===== config.mk =====
export PLATFORM = sky130hd
export DESIGN_NAME = cavlc_coeff_scan
export DESIGN_NICKNAME = d
export VERILOG_FILES = /design/src/rtl/cavlc_pkg.sv /design/src/rtl/cavlc_coeff_scan.sv
export SDC_FILE = /design/constraint.sdc
export NUM_CORES = 1
export LEC_CHECK = 0
export CAP_MARGIN = 30
export CORE_MARGIN = 2
export CORE_UTILIZATION = 36
export CTS_BUF_LIST = sky130_fd_sc_hd__clkbuf_8
export DETAILED_ROUTE_END_ITERATION = 10
export GPL_ROUTABILITY_DRIVEN = 0
export GPL_TIMING_DRIVEN = 0
export PLACE_DENSITY = 0.66
export SKIP_LAST_GASP = 1
export SLEW_MARGIN = 20
export SYNTH_ARGS = -nofsm -noshare
export SYNTH_HDL_FRONTEND = slang
export SYNTH_SLANG_ARGS = --single-unit

===== constraint.sdc =====
create_clock -name clk -period 2.7 [get_ports clk]
set_input_delay 0.27 -clock clk [delete_from_list [all_inputs] [get_ports clk]]
set_output_delay 0.27 -clock clk [all_outputs]
set_load 0.005 [all_outputs]

===== src/rtl/cavlc_pkg.sv =====
// cavlc_pkg -- shared definitions for the CAVLC coefficient scan block.
//   cWIDTH_DFLT / aWIDTH_DFLT : default coefficient and tz_addr widths
//   BLOCK_LEN                 : coefficients per 4x4 block
//   MAX_T1                    : saturation value of the trailing-ones count
//   scan_state_e              : scan FSM state type
package cavlc_pkg;

    localparam int cWIDTH_DFLT = 16;
    localparam int aWIDTH_DFLT = 8;
    localparam int BLOCK_LEN   = 16;
    localparam int MAX_T1      = 3;

    typedef enum logic {
        SCAN = 1'b0,
        DONE = 1'b1
    } scan_state_e;

endpackage


===== src/rtl/cavlc_coeff_scan.sv =====
// cavlc_coeff_scan -- accumulates CAVLC block statistics over one 4x4 block
// of quantised coefficients delivered in zigzag order, one per accepted beat.
//   clk, rst            : clock, asynchronous active-high reset
//   in_valid/in_ready   : coefficient input handshake
//   coeff_in            : signed coefficient, DC first
//   out_valid/out_ready : statistics output handshake (held until accepted)
//   total_coeff         : non-zero count 0..16
//   total_zeros         : zeros before the last non-zero 0..15
//   trailing_ones       : trailing +/-1 count 0..3
//   t1_signs            : trailing-one signs, bit0 = last (highest-frequency) one
//   tz_addr, tz_skip    : total-zeros table address and "no code" flag
module cavlc_coeff_scan
    import cavlc_pkg::*;
#(
    parameter int cWIDTH = cWIDTH_DFLT,
    parameter int aWIDTH = aWIDTH_DFLT
) (
    input  logic                     clk,
    input  logic                     rst,
    input  logic                     in_valid,
    output logic                     in_ready,
    input  logic signed [cWIDTH-1:0] coeff_in,
    output logic                     out_valid,
    input  logic                     out_ready,
    output logic [4:0]               total_coeff,
    output logic [3:0]               total_zeros,
    output logic [1:0]               trailing_ones,
    output logic [2:0]               t1_signs,
    output logic [aWIDTH-1:0]        tz_addr,
    output logic                     tz_skip
);

    scan_state_e state_q, state_d;
    logic [3:0]  idx_q, idx_d;
    logic [4:0]  tc_q, tc_d;
    logic [3:0]  last_nz_q, last_nz_d;
    logic [1:0]  t1_q, t1_d;
    logic [2:0]  sgn_q, sgn_d;

    logic accept;
    logic is_nz;
    logic is_one;
    logic last_beat;

    assign accept    = in_valid && in_ready;
    assign last_beat = (idx_q == 4'(BLOCK_LEN - 1));
    assign is_nz     = (coeff_in != '0);
    // Equality tests only, so the most negative value never needs negating
    // and falls out naturally as "magnitude > 1".
    assign is_one    = (coeff_in == cWIDTH'(1)) || (coeff_in == '1);

    // ---------------- FSM: state register ----------------
    always_ff @(posedge clk or posedge rst) begin
        if (rst) state_q <= SCAN;
        else     state_q <= state_d;
    end

    // ---------------- FSM: next state ----------------
    always_comb begin
        state_d = state_q;
        case (state_q)
            SCAN: if (accept && last_beat) state_d = DONE;
            DONE: if (out_ready)           state_d = SCAN;
            default:                       state_d = SCAN;
        endcase
    end

    // ---------------- FSM: outputs ----------------
    always_comb begin
        in_ready  = (state_q == SCAN);
        out_valid = (state_q == DONE);
    end

    // ---------------- accumulators ----------------
    always_comb begin
        idx_d     = idx_q;
        tc_d      = tc_q;
        last_nz_d = last_nz_q;
        t1_d      = t1_q;
        sgn_d     = sgn_q;
        if (state_q == DONE && out_ready) begin
            // Returning to SCAN: start the next block clean.
            idx_d     = '0;
            tc_d      = '0;
            last_nz_d = '0;
            t1_d      = '0;
            sgn_d     = '0;
        end else if (accept) begin
            idx_d = idx_q + 4'd1;
            if (is_nz) begin
                tc_d      = tc_q + 5'd1;
                last_nz_d = idx_q;
                if (is_one) begin
                    t1_d  = (t1_q == 2'(MAX_T1)) ? t1_q : t1_q + 2'd1;
                    sgn_d = {sgn_q[1:0], coeff_in[cWIDTH-1]};
                end else begin
                    t1_d  = '0;
                    sgn_d = '0;
                end
            end
        end
    end

    always_ff @(posedge clk or posedge rst) begin
        if (rst) begin
            idx_q     <= '0;
            tc_q      <= '0;
            last_nz_q <= '0;
            t1_q      <= '0;
            sgn_q     <= '0;
        end else begin
            idx_q     <= idx_d;
            tc_q      <= tc_d;
            last_nz_q <= last_nz_d;
            t1_q      <= t1_d;
            sgn_q     <= sgn_d;
        end
    end

    // ---------------- derived statistics ----------------
    logic [3:0] tz_raw;
    logic [3:0] tc_m1;
    logic [2:0] sgn_mask;
    logic       skip_raw;
    logic       done;

    always_comb begin
        done     = (state_q == DONE);
        tz_raw   = (tc_q == 5'd0) ? 4'd0
                                  : 4'({1'b0, last_nz_q} + 5'd1 - tc_q);
        tc_m1    = 4'(tc_q - 5'd1);
        skip_raw = (tc_q == 5'd0) || (tc_q == 5'(BLOCK_LEN));
        case (t1_q)
            2'd0:    sgn_mask = 3'b000;
            2'd1:    sgn_mask = 3'b001;
            2'd2:    sgn_mask = 3'b011;
            default: sgn_mask = 3'b111;
        endcase

        // Statistics are only presented while DONE; elsewhere they read 0 so
        // the consumer never sees a partial block.
        total_coeff   = done ? tc_q : 5'd0;
        total_zeros   = done ? tz_raw : 4'd0;
        trailing_ones = done ? t1_q : 2'd0;
        t1_signs      = done ? (sgn_q & sgn_mask) : 3'd0;
        tz_skip       = done && skip_raw;
        tz_addr       = (done && !skip_raw) ? aWIDTH'({tc_m1, tz_raw}) : '0;
    end

endmodule


==> Word level (Yosys, flattened, before mapping) <==
Index checks and enable logic that the tools add are counted.
{ "op_classes": {"bitwise": 2, "n_lt_le_gt_ge": 0, "shift": 0, "n_mux": 27, "n_eq_ne": 8, "n_reduce_logical": 15, "n_addsub": 6, "n_mul": 0, "div": 0} }
{ "op_table": {"columns": ["operator", "count"], "rows": [
  ["2-to-1 mux 4 bit", 7],
  ["2-to-1 mux 5 bit", 4],
  ["== test 16 bit, second input constant", 1],
  ["== test 16 x 2 -> 1 bit, second input constant", 1],
  ["nonzero test 16 bit", 1],
  ["2-to-1 mux 3 bit", 5],
  ["2-to-1 mux 2 bit", 6],
  ["case mux 3 bit (3 select lines)", 1],
  ["adder 4 x 1 -> 4 bit, second input constant", 2],
  ["2-to-1 mux 8 bit", 1],
  ["adder 5 x 1 -> 5 bit, second input constant", 1],
  ["== test 5 bit, second input constant", 1],
  ["logical AND 1 bit", 5],
  ["zero test 5 bit", 1],
  ["== test 2 bit, second input constant", 2],
  ["== test 4 bit, second input constant", 1],
  ["nonzero test 2 bit", 2],
  ["subtractor 4 x 1 -> 4 bit, second input constant", 1],
  ["subtractor 4 bit", 1],
  ["AND 3 bit", 1],
  ["!= test 3 bit, second input constant", 1],
  ["AND reduction 3 bit", 1],
  ["adder 2 x 1 -> 2 bit, second input constant", 1],
  ["== test 2 x 1 -> 1 bit, second input constant", 1],
  ["other kinds (7)", 9]
]} }
{ "totals": {"out_inout_bits": 25, "ff_bits": 19, "memories": 0, "latch_bits": 0, "in_bits": 20, "mem_bits_rw": 0, "mem_bits_ro": 0} }

==> Longest topological paths before layout <==
Gate-level depths: netlist of run 1.
{ "depth": {"word_depth": 6, "ltp_mapped": 9, "depth_no_buf": 9} }

==> Worst setup path before layout of run 1 <==
Ideal clock, no wire load.
{ "synth_path": {"path_type": "register to output", "from": "register tc_q[1]", "to": "output total_zeros[3]", "arrival_ns": 1.671, "path_buffers": 0, "stages_incl_launch_ff": 9, "setup_slack_ns": 0.759, "required_time_ns": 2.430, "path_cell_list": "dfrtp_1 ha_1 inv_1 ha_1 inv_1 fa_1 xnor2_1 xnor2_1 nor2_1"} }
{ "synth_via": {"elab_chain_cells": 3} }
{ "synth_rtl": {"columns": ["item", "line_no", "text"], "rows": [
  ["start: declaration", "cavlc_coeff_scan.sv:35", "logic [4:0] tc_q, tc_d;"],
  ["start signal: assignment", "cavlc_coeff_scan.sv:113", "tc_q <= tc_d;"],
  ["subtractor 4 bit / zero test 5 bit (equally long branches)", "cavlc_coeff_scan.sv:130, cavlc_coeff_scan.sv:129", null],
  ["2-to-1 mux 4 bit (*)", "cavlc_coeff_scan.sv:129", "tz_raw = (tc_q == 5'd0) ? 4'd0"],
  ["2-to-1 mux 4 bit (*)", "cavlc_coeff_scan.sv:143", "total_zeros = done ? tz_raw : 4'd0;"],
  ["end: declaration", "cavlc_coeff_scan.sv:26", "output logic [3:0] total_zeros,"]
]} }
Every way passes the cells marked *; elsewhere a longest branch is shown, timed or not.

==> Worst setup path after layout of run 1 <==
{ "layout_path": {"from": "register tc_q[0]", "to": "output tz_addr[2]"} }
{ "layout_via": {"elab_chain_cells": 5} }
{ "layout_rtl": {"columns": ["item", "line_no", "text"], "rows": [
  ["branches (longest 4 deep; another with subtractor 4 bit)", null, null],
  ["2-to-1 mux 8 bit (*)", "cavlc_coeff_scan.sv:147", "tz_addr = (done && !skip_raw) ? aWIDTH'({tc_m1, tz_raw}) : '0;"],
  ["end: declaration", "cavlc_coeff_scan.sv:29", "output logic [aWIDTH-1:0] tz_addr,"]
]} }
Every way passes the cells marked *.

==> metrics.txt, run 1 <==
# TYPE chip_impl_metric gauge
chip_impl_info{name="status",value="complete, no violations"} 1
chip_impl_metric{name="cts.sinks",unit=""} 19
chip_impl_metric{name="max_freq",unit="MHz"} 386
chip_impl_metric{name="fillCellCount",unit=""} 370
chip_impl_metric{name="die-width",unit="um"} 65.1
chip_impl_metric{name="finalWirelength",unit="um"} 3270
chip_impl_metric{name="ys_async_sr_fraction",unit=""} 1.00
chip_impl_metric{name="grt_pass1_vias",unit=""} 1257
chip_impl_metric{name="start_util",unit=""} 0.369
chip_impl_info{name="tritoncts",value="built"} 1
chip_impl_metric{name="crit_fanout",unit=""} 7
chip_impl_metric{name="transition_time_at_the_pin_with_the_least_slew_margin",unit="ps"} 698
chip_impl_info{name="grt_busiest_layer",value="met2"} 1
chip_impl_metric{name="placement.cell_area",unit="sq mm"} 0.00184
chip_impl_metric{name="maxCapViolCount",unit=""} 0
chip_impl_info{name="top_cell_by_count_worst_path",value="sky130_fd_sc_hd__ha_1"} 1
chip_impl_metric{name="netlist_instances",unit=""} 149
chip_impl_metric{name="grt_overflow",unit=""} 0
chip_impl_metric{name="critical_path.max_stage_delay",unit="ps"} 510
chip_impl_metric{name="timing.final.hold_violations",unit=""} 0
chip_impl_info{name="worst_hold_path_type",value="in2async"} 1
chip_impl_metric{name="wire_length_of_the_first_global_routing_pass",unit="um"} 5550
chip_impl_metric{name="cts.path.max_buffers",unit=""} 2
chip_impl_metric{name="crit_required",unit="ps"} 2430
chip_impl_metric{name="layout.core_utilization",unit=""} 0.527
chip_impl_info{name="critical_path_launch_point",value="tc_q[0]"} 1
chip_impl_metric{name="timing.final.max_slew_violations",unit=""} 0
chip_impl_metric{name="ant_nets",unit=""} 0
chip_impl_metric{name="antenna_found_initial",unit=""} 0
chip_impl_info{name="cts_root_buf",value="sky130_fd_sc_hd__clkbuf_8"} 1
chip_impl_metric{name="critical_path_arrival",unit="ps"} 2320
chip_impl_metric{name="drc",unit=""} 0
chip_impl_info{name="critPathSlowestCell",value="sky130_fd_sc_hd__clkdlybuf4s50_1"} 1
chip_impl_metric{name="io_buffers",unit=""} 44
chip_impl_metric{name="chipHeight",unit="um"} 65.1
chip_impl_metric{name="core_area",unit="sq mm"} 0.00363
chip_impl_metric{name="final-seq-area",unit="sq um"} 477
chip_impl_metric{name="rows",unit=""} 22
chip_impl_metric{name="leakagePower",unit="nW"} 0.854
chip_impl_metric{name="drive_gt1_frac",unit=""} 0.101
chip_impl_metric{name="power.switching_fraction",unit=""} 0.389
chip_impl_metric{name="detailedRoute.firstIterationViolations",unit=""} 31
chip_impl_metric{name="final.period_utilization",unit=""} 0.960
chip_impl_metric{name="tritoncts.num_buffers",unit=""} 3
chip_impl_metric{name="power_report.internal_total",unit="W"} 0.000743
chip_impl_info{name="worstPathCellList",value="inv_2 > ha_1 > ha_1 > inv_1 > fa_1 > nor2_1 > clkdlybuf4s50_1"} 1
chip_impl_metric{name="io_pins",unit=""} 45
chip_impl_metric{name="final_nets",unit=""} 233
chip_impl_metric{name="critical_path.n_buffers_inverters",unit=""} 3
chip_impl_metric{name="synth-edff-count",unit=""} 0
chip_impl_metric{name="setup_slack_of_the_most_critical_reg_to_reg_path",unit="ps"} 1080
chip_impl_metric{name="area_growth_syn_to_layout",unit="%"} 42.6
chip_impl_metric{name="switchingPower",unit="W"} 0.000472
chip_impl_metric{name="length_in_cells_of_the_worst_reg_to_reg_path",unit=""} 6
chip_impl_info{name="worstSetupEndpointType",value="output pin"} 1
chip_impl_metric{name="cts_hold_fix_bufs",unit=""} 0
chip_impl_metric{name="hold-worst-slack",unit="ps"} 423
chip_impl_metric{name="comb_power_share",unit=""} 0.474
chip_impl_info{name="rsz_0062_raised_after_global_routing",value="no"} 1
chip_impl_metric{name="drt-wirelength-per-cell",unit="um"} 13.2
chip_impl_metric{name="route.vias.total",unit=""} 1223
chip_impl_metric{name="post_synth_num_cell_types",unit=""} 34
chip_impl_metric{name="htreeDepth",unit=""} 1
chip_impl_info{name="critical-path-top-delay-family",value="adder cells"} 1
chip_impl_metric{name="hpwlAfterDp",unit="um"} 2690
chip_impl_metric{name="ff_latch_count_synth",unit=""} 19
chip_impl_metric{name="die-area",unit="sq mm"} 0.00423
chip_impl_metric{name="synth_nets",unit=""} 182
chip_impl_metric{name="skew",unit="ps"} 2.19
chip_impl_metric{name="synthesis.yosys.warnings",unit=""} 0
chip_impl_metric{name="pd_cells",unit="mW/mm^2"} 635
chip_impl_info{name="synth_flop_cell",value="sky130_fd_sc_hd__dfrtp_1"} 1
chip_impl_metric{name="vdd_ir_drop_max",unit="mV"} 0.376
chip_impl_metric{name="synth.yosys.seq_area_share",unit=""} 0.354
chip_impl_metric{name="met1_usage",unit=""} 0.200
chip_impl_metric{name="clock_power_share",unit=""} 0.165
chip_impl_metric{name="cts.reportedPaths.clkPinSlew",unit="ps"} 70
chip_impl_info{name="critical_path.reg2reg.endpoint",value="tc_q[3]"} 1
chip_impl_metric{name="grt_max_degree",unit=""} 20
chip_impl_metric{name="grt_use_met3",unit=""} 0.0122
chip_impl_metric{name="slew_headroom",unit=""} 0.534
chip_impl_metric{name="drt-vias-per-instance",unit=""} 4.95
chip_impl_metric{name="number_of_detailed_route_iterations_in_the_first_pass",unit=""} 4
chip_impl_metric{name="multi_input_comb_area",unit="sq um"} 774
chip_impl_metric{name="finalSetupTns",unit="ps"} 0
chip_impl_info{name="crit-reg2reg-launch",value="out_valid"} 1
chip_impl_metric{name="grt_use_met2",unit=""} 0.303
chip_impl_metric{name="clock_latency",unit="ps"} 260
chip_impl_info{name="mostFrequentLayoutCells",value="sky130_fd_sc_hd__clkdlybuf4s50_1, sky130_fd_sc_hd__nor2_1, sky130_fd_sc_hd__dfrtp_1"} 1
chip_impl_info{name="most_common_cell_after_layout_fill_and_taps_aside",value="sky130_fd_sc_hd__clkdlybuf4s50_1"} 1
chip_impl_metric{name="antenna_cells",unit=""} 0
chip_impl_metric{name="synth_area_per_cell",unit="sq um"} 9.01
chip_impl_metric{name="grt_usage",unit=""} 0.167
chip_impl_info{name="worst_setup_path_start_kind",value="flip-flop"} 1
chip_impl_metric{name="min_period",unit="ps"} 2590
chip_impl_metric{name="syn-cell-area",unit="sq mm"} 0.00134
chip_impl_metric{name="seq_power_share",unit=""} 0.361
chip_impl_metric{name="stdcell_area",unit="sq mm"} 0.00191
chip_impl_info{name="worstSetupPathType",value="reg2out"} 1
chip_impl_metric{name="setup_viol",unit=""} 0
[worst register-to-register path, stage by stage (launching register included)]
cell and delay, ps:
sky130_fd_sc_hd__dfrtp_1 400, sky130_fd_sc_hd__buf_2 200, sky130_fd_sc_hd__nor2b_1 390, sky130_fd_sc_hd__nand4_1 160, sky130_fd_sc_hd__a21oi_1 170, sky130_fd_sc_hd__xnor2_1 130, sky130_fd_sc_hd__nor2_1 50
[sequential cells by signal, summed over array words and instances, names as in the netlist]
register,count
last_nz_q,4
out_valid,1
idx_q,4
tc_q,5
sgn_q,3
t1_q,2
[repair_timing]
| item | CTS | global route |
|---|---|---|
| gates resized for setup | 6 | 0 |
| pin swaps | 2 | 1 |
| cloned | 0 | 0 |
| setup endpoints to repair | 5 | 3 |
| buffers inserted | 1 | 1 |
[layer usage]
metal	vias up	share of wire
met5	-	0
met4	0	0.017
met3	5	0.024
met2	31	0.51
met1	573	0.44
li1	614	-
[power groups by stage]
stage	Combinational [W]	Sequential, W	Clock (W)
final	0.000576	0.000439	0.000200
after global routing	0.000655	0.000451	0.000214
after CTS	0.000586	0.000439	0.000202
after detailed placement	0.000548	0.000448	0
after global placement	0.000523	0.000442	0
after floorplan	0.000409	0.000423	0
[kinds of logic (layout without fill, tap and decap cells)]
| logic type | Yosys count | count (layout) | share of synthesized area |
|---|---|---|---|
| simple gates | 60 | 60 | 0.231 |
| compound gates | 24 | 24 | 0.136 |
| buf+inv | 22 | 72 | 0.0755 |
| flops | 19 | 19 | 0.354 |
| fa+ha+maj | 13 | 13 | 0.127 |
| xor+xnor | 6 | 6 | 0.0391 |
| mux | 5 | 5 | 0.0373 |
[how the worst max path moves through the flow]
stage | endpoint | slack [ps] | cells after the start
5_1_grt | total_zeros[2] | 3 | 7
3_5_place_dp | total_zeros[3] | 120 | 9
3_3_place_gp | tz_addr[3] | 190 | 9
6_report | tz_addr[2] | 110 | 7
2_1_floorplan | total_zeros[3] | 760 | 8
4_1_cts | tz_addr[2] | 90 | 7
[synthesized netlist by cell type (2+ instances only)]
| master | count | area, sq um |
|---|---|---|
| sky130_fd_sc_hd__nor3_1 | 4 | 20.0 |
| sky130_fd_sc_hd__inv_1 | 16 | 60.1 |
| sky130_fd_sc_hd__and2_1 | 3 | 18.8 |
| sky130_fd_sc_hd__buf_2 | 2 | 10.0 |
| sky130_fd_sc_hd__clkbuf_1 | 2 | 7.51 |
| sky130_fd_sc_hd__nand2_1 | 5 | 18.8 |
| sky130_fd_sc_hd__mux2i_1 | 5 | 50.1 |
| sky130_fd_sc_hd__nor2_1 | 27 | 101 |
| sky130_fd_sc_hd__nor4_1 | 3 | 18.8 |
| sky130_fd_sc_hd__o21ai_0 | 7 | 35.0 |
| sky130_fd_sc_hd__nor4_2 | 3 | 37.5 |
| sky130_fd_sc_hd__dfrtp_1 | 19 | 475 |
| sky130_fd_sc_hd__a22o_1 | 4 | 35.0 |
| sky130_fd_sc_hd__xnor2_1 | 6 | 52.6 |
| sky130_fd_sc_hd__nand3_1 | 4 | 20.0 |
| sky130_fd_sc_hd__ha_1 | 12 | 150 |
| sky130_fd_sc_hd__a21oi_1 | 3 | 15.0 |
| sky130_fd_sc_hd__o21a_1 | 2 | 15.0 |
| sky130_fd_sc_hd__nand4_1 | 7 | 43.8 |
[through the flow]
step	cells	power (W)	worst slack (ps)
6_report	247	0.00121	108
5_1_grt	247	0.00132	3.49
3_5_place_dp	241	0.000996	115
3_3_place_gp	241	0.000965	194
2_1_floorplan	149	0.000832	759
4_1_cts	246	0.00123	94.9
[final cells by class]
class | count | area share
plain buffers | 5 | 0.0209
inverters | 17 | 0.0333
flip-flops and latches | 19 | 0.249
repair buffers | 46 | 0.237
well taps | 48 | 0.0314
clock buffers | 3 | 0.0216
clock inverters | 1 | 0.00261
multi-input cells | 108 | 0.405
No activity file was read; power rests on OpenSTA's default activity.
==> inputs of run 2 (changes only) <==
--- a/config.mk
+++ b/config.mk
@@ -9,6 +9,7 @@
 export CORE_MARGIN = 2
 export CORE_UTILIZATION = 36
 export CTS_BUF_LIST = sky130_fd_sc_hd__clkbuf_8
+export CTS_CLUSTER_SIZE = 16
 export DETAILED_ROUTE_END_ITERATION = 10
 export GPL_ROUTABILITY_DRIVEN = 0
 export GPL_TIMING_DRIVEN = 0
==> results of run 2 <==
The final DEF is identical to that of run 1; final timing and power are the same.
==> inputs of run 3 (changes only) <==
--- a/config.mk
+++ b/config.mk
@@ -9,7 +9,6 @@
 export CORE_MARGIN = 2
 export CORE_UTILIZATION = 36
 export CTS_BUF_LIST = sky130_fd_sc_hd__clkbuf_8
-export CTS_CLUSTER_SIZE = 16
 export DETAILED_ROUTE_END_ITERATION = 10
 export GPL_ROUTABILITY_DRIVEN = 0
 export GPL_TIMING_DRIVEN = 0
==> results of run 3 <==
The final DEF is identical to that of run 1; final timing and power are the same.
